`config.mk`:
```
export PLATFORM = sky130hd
export DESIGN_NAME = regfile_mp
export DESIGN_NICKNAME = d
export VERILOG_FILES = /design/src/rtl/regfile_pkg.sv /design/src/rtl/regfile_rd_port.sv /design/src/rtl/regfile_mp.sv
export SDC_FILE = /design/constraint.sdc
export NUM_CORES = 2
export LEC_CHECK = 0
export CAP_MARGIN = 20
export CORE_UTILIZATION = 28
export CTS_CLUSTER_SIZE = 10
export DETAILED_ROUTE_END_ITERATION = 16
export GPL_TIMING_DRIVEN = 0
export PLACE_DENSITY_LB_ADDON = 0.1
export SYNTH_ARGS = -nofsm -noshare
export SYNTH_HDL_FRONTEND = slang
export SYNTH_SLANG_ARGS = --single-unit
```
`constraint.sdc`:
```
create_clock -name clk -period 19.9 [get_ports clk]
set_input_delay 1.99 -clock clk [delete_from_list [all_inputs] [get_ports clk]]
set_output_delay 1.99 -clock clk [all_outputs]
set_load 0.005 [all_outputs]
```
`src/rtl/regfile_pkg.sv`:
```
// Shared types and default sizes for the multi-port register file.
package regfile_pkg;

  localparam int RF_DATA_W = 32;
  localparam int RF_ADDR_W = 4;
  localparam int RF_PC_IDX = 15;

  typedef logic [RF_ADDR_W-1:0] reg_addr_t;
  typedef logic [RF_DATA_W-1:0] reg_data_t;

  typedef struct packed {
    logic      we;
    reg_addr_t wa;
    reg_data_t wd;
  } wr_port_t;

endpackage

```
`src/rtl/regfile_rd_port.sv`:
```
// One combinational read port: PC alias, write bypass and busy qualification.
module regfile_rd_port
  import regfile_pkg::*;
#(
  parameter int DATA_W = RF_DATA_W,
  parameter int ADDR_W = RF_ADDR_W,
  parameter int BYPASS = 1,
  parameter int PC_IDX = RF_PC_IDX,
  parameter int DEPTH  = 1 << ADDR_W
) (
  input  logic                    rst,
  input  logic [ADDR_W-1:0]       ra,
  input  logic [DATA_W-1:0]       r15,
  input  logic                    we0,
  input  logic [ADDR_W-1:0]       wa0,
  input  logic [DATA_W-1:0]       wd0,
  input  logic                    we1,
  input  logic [ADDR_W-1:0]       wa1,
  input  logic [DATA_W-1:0]       wd1,
  input  logic [DEPTH*DATA_W-1:0] mem,
  input  logic [DEPTH-1:0]        lock,
  output logic [DATA_W-1:0]       rd,
  output logic                    busy
);

  logic is_pc;
  logic hit0;
  logic hit1;

  assign is_pc = (ra == ADDR_W'(PC_IDX));
  // Bypass is suppressed during reset so held reset reads stay at zero.
  assign hit1 = (BYPASS != 0) && !rst && we1 && (wa1 == ra);
  assign hit0 = (BYPASS != 0) && !rst && we0 && (wa0 == ra);

  always_comb begin
    rd = mem[int'(ra)*DATA_W +: DATA_W];
    if (is_pc)
      rd = r15;
    else if (hit1)
      rd = wd1;
    else if (hit0)
      rd = wd0;
  end

  assign busy = !is_pc && lock[ra] && !(hit0 || hit1);

endmodule

```
`src/rtl/regfile_mp.sv`:
```
// Multi-port register file: NUM_RD read ports, two write ports,
// and a pending-load lock scoreboard exposed through busy[].
module regfile_mp
  import regfile_pkg::*;
#(
  parameter int DATA_W = RF_DATA_W,
  parameter int ADDR_W = RF_ADDR_W,
  parameter int NUM_RD = 3,
  parameter int BYPASS = 1,
  parameter int PC_IDX = RF_PC_IDX
) (
  input  logic                     clk,
  input  logic                     rst,
  input  logic                     we0,
  input  logic [ADDR_W-1:0]        wa0,
  input  logic [DATA_W-1:0]        wd0,
  input  logic                     we1,
  input  logic [ADDR_W-1:0]        wa1,
  input  logic [DATA_W-1:0]        wd1,
  input  logic                     lock_en,
  input  logic [ADDR_W-1:0]        lock_addr,
  input  logic [NUM_RD*ADDR_W-1:0] ra,
  input  logic [DATA_W-1:0]        r15,
  output logic [NUM_RD*DATA_W-1:0] rd,
  output logic [NUM_RD-1:0]        busy
);

  localparam int DEPTH = 1 << ADDR_W;

  logic [DEPTH*DATA_W-1:0] mem;
  logic [DEPTH-1:0]        lock;

  for (genvar g = 0; g < DEPTH; g++) begin : g_reg
    if (g == PC_IDX) begin : g_pc
      // The PC lives in fetch; this slot is never stored or locked.
      assign mem[g*DATA_W +: DATA_W] = '0;
      assign lock[g] = 1'b0;
    end else begin : g_st
      logic hit0;
      logic hit1;
      assign hit0 = we0 && (wa0 == ADDR_W'(g));
      assign hit1 = we1 && (wa1 == ADDR_W'(g));

      always_ff @(posedge clk or posedge rst) begin
        if (rst)
          mem[g*DATA_W +: DATA_W] <= '0;
        else if (hit1)
          mem[g*DATA_W +: DATA_W] <= wd1;
        else if (hit0)
          mem[g*DATA_W +: DATA_W] <= wd0;
      end

      // A new load issue outranks a completing writeback.
      always_ff @(posedge clk or posedge rst) begin
        if (rst)
          lock[g] <= 1'b0;
        else if (lock_en && (lock_addr == ADDR_W'(g)))
          lock[g] <= 1'b1;
        else if (hit0 || hit1)
          lock[g] <= 1'b0;
      end
    end
  end

  for (genvar i = 0; i < NUM_RD; i++) begin : g_rd
    regfile_rd_port #(
      .DATA_W (DATA_W),
      .ADDR_W (ADDR_W),
      .BYPASS (BYPASS),
      .PC_IDX (PC_IDX),
      .DEPTH  (DEPTH)
    ) u_rd (
      .rst  (rst),
      .ra   (ra[i*ADDR_W +: ADDR_W]),
      .r15  (r15),
      .we0  (we0),
      .wa0  (wa0),
      .wd0  (wd0),
      .we1  (we1),
      .wa1  (wa1),
      .wd1  (wd1),
      .mem  (mem),
      .lock (lock),
      .rd   (rd[i*DATA_W +: DATA_W]),
      .busy (busy[i])
    );
  end

endmodule

```
---- Word-level counts from Yosys, hierarchy flattened ----
Cells that the tools add are included.
storage, ports and cells
  flip-flop bits (word level) ............. 495
  output and inout bits ................... 99
  logic and storage cells ................. 279
operators by class
  order comparisons ....................... 3
  equality and inequality tests ........... 51
  shift-type cells ........................ 3
  mux-type cells .......................... 75
  reduce and logical (&&, ||, !) cells .... 117
operators with widths
  operator                                                               count
  512-bit by 10-bit indexed part select with 32-bit output               3
  32-bit 2-to-1 mux                                                      39
  4-bit equality test, second input constant                             24
  2-bit nonzero test                                                     30
  1-bit logical AND                                                      59
  4-bit by 3-bit equality test with 1-bit output, second input constant  12
  1-bit 2-to-1 mux                                                       33
  4-bit by 2-bit equality test with 1-bit output, second input constant  6
  4-bit equality test                                                    6
  1-bit logical OR                                                       18
  4-bit by 5-bit < comparator with 1-bit output, second input constant   3
  1-bit binary-select mux with 4-bit select                              3
  4-bit by 1-bit equality test with 1-bit output, second input constant  3
  4-bit zero test                                                        3
  1-bit zero test                                                        7

---- Depth between registers and ports, before layout ----
  depth after elaboration ................. 6
  gate-level depth with buffers ........... 9

---- By module ----
From an unflattened synthesis, not the netlist that was laid out.
second synthesis, totals
  cell total of the unflattened synthesis .. 4663
  area, all modules ....................... 40598.9 um^2
modules (own cells, without submodules)
  module           instances  cells an instance  area each (um^2)  sequential area each (um^2)
  regfile_mp       1          2923               25167.9           12386.9
  regfile_rd_port  3          580                5143.7            0.0

---- Least setup slack after synthesis ----
No wires, ideal clock.
  path kind ............................... input-to-output
  from .................................... input port ra[1]
  to ...................................... output port rd[10]
  data arrival time ....................... 3.714 ns
  required time ........................... 17.910 ns
  path slack .............................. 14.196 ns
  cell stages on the path ................. 6
  buffers on the path ..................... 3
  cell sequence ........................... buf_2 -> buf_2 -> clkbuf_1 -> mux4_2 -> mux4_2 -> o221a_1
between the ends
  cells in the longest elaborated chain, start to end .. 5
  elaborated cells between the ends (all ways) .. 9
  classes of those cells .................. 3 x eq/ne; 1 x shift; 3 x mux; 2 x reduce/logical
RTL lines
  item                                                                                              line                   RTL
  start, declared                                                                                   regfile_mp.sv:22       input logic [NUM_RD*ADDR_W-1:0] ra,
  branches (longest 4 deep; another with 512-bit by 10-bit indexed part select with 32-bit output)  --
  32-bit 2-to-1 mux (*)                                                                             regfile_rd_port.sv:37  if (is_pc)
  end, declared                                                                                     regfile_mp.sv:24       output logic [NUM_RD*DATA_W-1:0] rd,
Every way passes the cells marked *.

---- Worst setup path after layout ----
  from .................................... input port ra[7]
  to ...................................... output port rd[40]
The elaborated chain is that of the path after synthesis.

==> summary.md <==
| Metric | Value |
|---|---|
| Status | completed |
| TNS Setup | 0 ns |
| Layout net count | 4,121 |
| Slowest cell on the critical path | sky130_fd_sc_hd__a211oi_1 |
| Share of flip-flops with an asynchronous set or reset after synthesis | 100.0% |
| RSZ-0062 raised after global routing | false |
| Starting DRT DRC Count | 4,915 |
| Critical path startpoint category | input port |
| Die Area | 0.1370 mm^2 |
| Layout cell share with drive strength beyond 1 | 18.13% |
| Drt wl/cell | 43.05 um |
| Final min period | 8.999 ns |
| Chip width | 370.2 um |
| Maximum number of pins on one net before global-route repair | 109 |
| Worst slew slack as a fraction of its limit | 12.84% |
| Post CTS Setup Buffer Count | 0 |
| Number of synthesized register bits | 495 |
| H-tree levels | 3 |
| Total number of vias | 37,330 |
| Data arrival time of the critical path | 7.01 ns |
| Count of flip-flops with a built-in enable after synthesis | 0 |
| Worst min path class | flop to flop |
| Ys flop type | sky130_fd_sc_hd__dfrtp_1 |
| Worst EP required | 17.91 ns |
| Core Rows | 134 |
| Max-slew violation count | 0 |
| Most area-hungry cell type in the Yosys netlist | sky130_fd_sc_hd__dfrtp_1 |
| Total half-perimeter wirelength after legalization and detailed placement | 177.8 mm |
| Transition time of the tightest slew-check pin | 1.307 ns |
| CTS buffer count | 71 |
| Chip Height | 370.2 um |
| Cell count after synthesis | 3,683 |
| Gate family responsible for the most delay along the worst path | buffers and inverters |
| CTS resizes | 0 |
| Top cell type's share of synthesized area | 32.64% |
| Aggregate global-route resource usage | 35.80% |
| Power per standard cell area | 94.71 mW/mm^2 |
| Syn Std Cell Area | 0.03795 mm^2 |
| Ports | 224 |
| Top post-synthesis cells by area | sky130_fd_sc_hd__dfrtp_1 (33%), sky130_fd_sc_hd__mux4_2 (19%), sky130_fd_sc_hd__mux2i_1 (17%) |
| TritonRoute pass-1 iters | 7 |
| Initial antenna violation count | 15 |
| Hold violation total from the final report | 0 |
| Power Total | 4.304 mW |
| DRC violation count after routing | 0 |
| Clock-pin slew on the worst setup and hold paths | 0.06 ns |
| Critical setup path kind | input port to output pin |
| CP max stage delay | 1.02 ns |
| Crit-path max FO | 10 |
| Post-route antenna net violation count | 0 |
| Part of the cycle the worst path needs | 45.22% |
| Highest-count cells in the layout ignoring fill and taps | sky130_fd_sc_hd__mux2i_1 (633), sky130_fd_sc_hd__dfrtp_1 (495), sky130_fd_sc_hd__mux4_2 (323) |
| Worst path cell trace | clkdlybuf4s50_1 > and2_1 > buf_4 > nand3_2 > nand3_1 > clkbuf_1 > o22ai_1 > a211oi_1 > clkdlybuf4s50_1 |
| CTS sink count | 495 |
| Sort of element at the end of the critical path | output pin |
| Static Leakage | 17.93 nW |
| Wire length of the first global-routing pass | 330.6 mm |
| Number of warning messages in the yosys log | 0 |
| Largest vdd supply drop | 0.05614 mV |
| Final estimated routing congestion in global placement | 0.9819 |
| Number of global-route vias before repair | 35,690 |
| Area Overhead vs Synth | 19.74% |
| Area of the core | 0.1340 mm^2 |
| TritonCTS clock tree | yes |
| Synth Net Count | 3,808 |
| Max Cap Viol | 0 |
| Final WL | 250.8 mm |
| Layout Skew | 0 ns |
| Most common cell after layout, fill and taps aside | sky130_fd_sc_hd__mux2i_1 |
| Congestion Overflow GR | 0 |
| Achievable frequency | 111.1 MHz |
| Clock tree root driver cell | sky130_fd_sc_hd__clkbuf_16 |
| Number of input and output port buffers inserted | 158 |
| Buf/Inv on CP | 4 |
| Skew-Pair Late Insertion Delay | 0.65 ns |
| Maximum count of clock buffers along a single path | 3 |
| Post-DR vias/cell | 6.408 |
| Sequential fraction of the synthesis area | 32.64% |
| Post-synthesis average cell area | 10.31 um^2 |
| Hold Buf Count CTS | 0 |
| Count of final setup violators | 0 |
| Dominant cell type by count on the critical path | sky130_fd_sc_hd__clkdlybuf4s50_1 |
| Number of distinct library cells after synthesis | 61 |
| Effective utilization at floorplan | 28.33% |
## routing by layer
layer / vias up / share of wire (%) / GRT usage (%)
li1: 14510 / - / -
met1: 19550 / 39 / 45.47
met2: 2532 / 43 / 52.67
met3: 717 / 11 / 11.12
met4: 12 / 7.3 / 22.33
met5: - / 0.032 / 0
## cells in the mapped netlist (26+ instances only)
cell type,n
sky130_fd_sc_hd__mux2i_1,633
sky130_fd_sc_hd__dfrtp_1,495
sky130_fd_sc_hd__mux4_2,323
sky130_fd_sc_hd__nor2_1,310
sky130_fd_sc_hd__a21oi_1,302
sky130_fd_sc_hd__nand2_1,290
sky130_fd_sc_hd__clkbuf_1,275
sky130_fd_sc_hd__o21ai_0,219
sky130_fd_sc_hd__buf_2,116
sky130_fd_sc_hd__o21ai_1,68
sky130_fd_sc_hd__buf_1,56
sky130_fd_sc_hd__a211oi_1,51
sky130_fd_sc_hd__o22a_1,50
sky130_fd_sc_hd__o221a_1,49
sky130_fd_sc_hd__inv_1,37
sky130_fd_sc_hd__a22o_1,32
sky130_fd_sc_hd__o32ai_2,28
sky130_fd_sc_hd__a22oi_1,26
sky130_fd_sc_hd__o22ai_1,26
## registers in the layout, summed over array words and instances, names as in the netlist
register and flops:
mem 480, lock 15
## kinds of logic (layout without fill, tap and decap cells)
family	Yosys count	after routing	share of synthesized area (%)
AOI/OAI and AO/OA	973	973	17.03
and+or+nand+nor	714	714	7.800
buffers and inverters	521	887	6.122
DFF	495	495	32.64
xor gates and xnor gates	24	24	0.5539
muxes	956	956	35.86
other	0	8	0
## cell type report
class,instances,area [um^2]
diodes,8,20.02
plain buffers,484,2202
clock buffers,108,2168
clock inverters,18,158.9
fillers,13700,88510
inverters,37,146.4
multi-input cells,2667,23250
flip-flops and latches,495,12390
well taps,1768,2212
repair buffers,240,2897
## path summary, 6_finish.rpt
path                       depth (start not counted)                 start  slack, ns                   end
max in group asynchronous                          4                   rst      15.96  mem[156]$_DFFE_PP0P_
min in group asynchronous                          2                   rst       2.32  mem[139]$_DFFE_PP0P_
min reg2reg                                        2  lock[10]$_DFFE_PP0P_       0.57  lock[10]$_DFFE_PP0P_
max                                                9                 ra[7]      10.90                rd[40]
max reg2reg                                        2  mem[259]$_DFFE_PP0P_      19.05  mem[259]$_DFFE_PP0P_
min                                                2  lock[10]$_DFFE_PP0P_       0.57  lock[10]$_DFFE_PP0P_
## power breakdown
part / total (mW) / leakage [nW] / switching, mW / internal, mW
sequential: 1.55 / 5.86 / 0.287 / 1.26
clock: 1.33 / 1.16 / 0.555 / 0.776
combinational: 1.42 / 10.9 / 0.689 / 0.733
## worst register-to-register path, delay by kind of cell, from the launching register on
| family | cells | cell delay, ns |
|---|---|---|
| AO/OA/AOI/OAI | 1 | 0.09 |
| flip-flops | 1 | 0.44 |
| multiplexers | 1 | 0.15 |
## stage by stage
stage	setup WS [ns]	instance area, um^2	hold slack (ns)	instances	util [%]
3_5_place_dp	11.25	43000	0.5574	5684	32.10
5_1_grt	11.14	45430	0.5947	5819	33.91
3_3_place_gp	-5.124	41750	0.5494	5609	31.16
6_report	10.90	45450	0.5667	5825	33.92
4_1_cts	11.24	45330	0.5652	5810	33.84
2_1_floorplan	4.092	37950	0.5217	3683	-
Note: power is estimated with default switching activity, not from simulation.
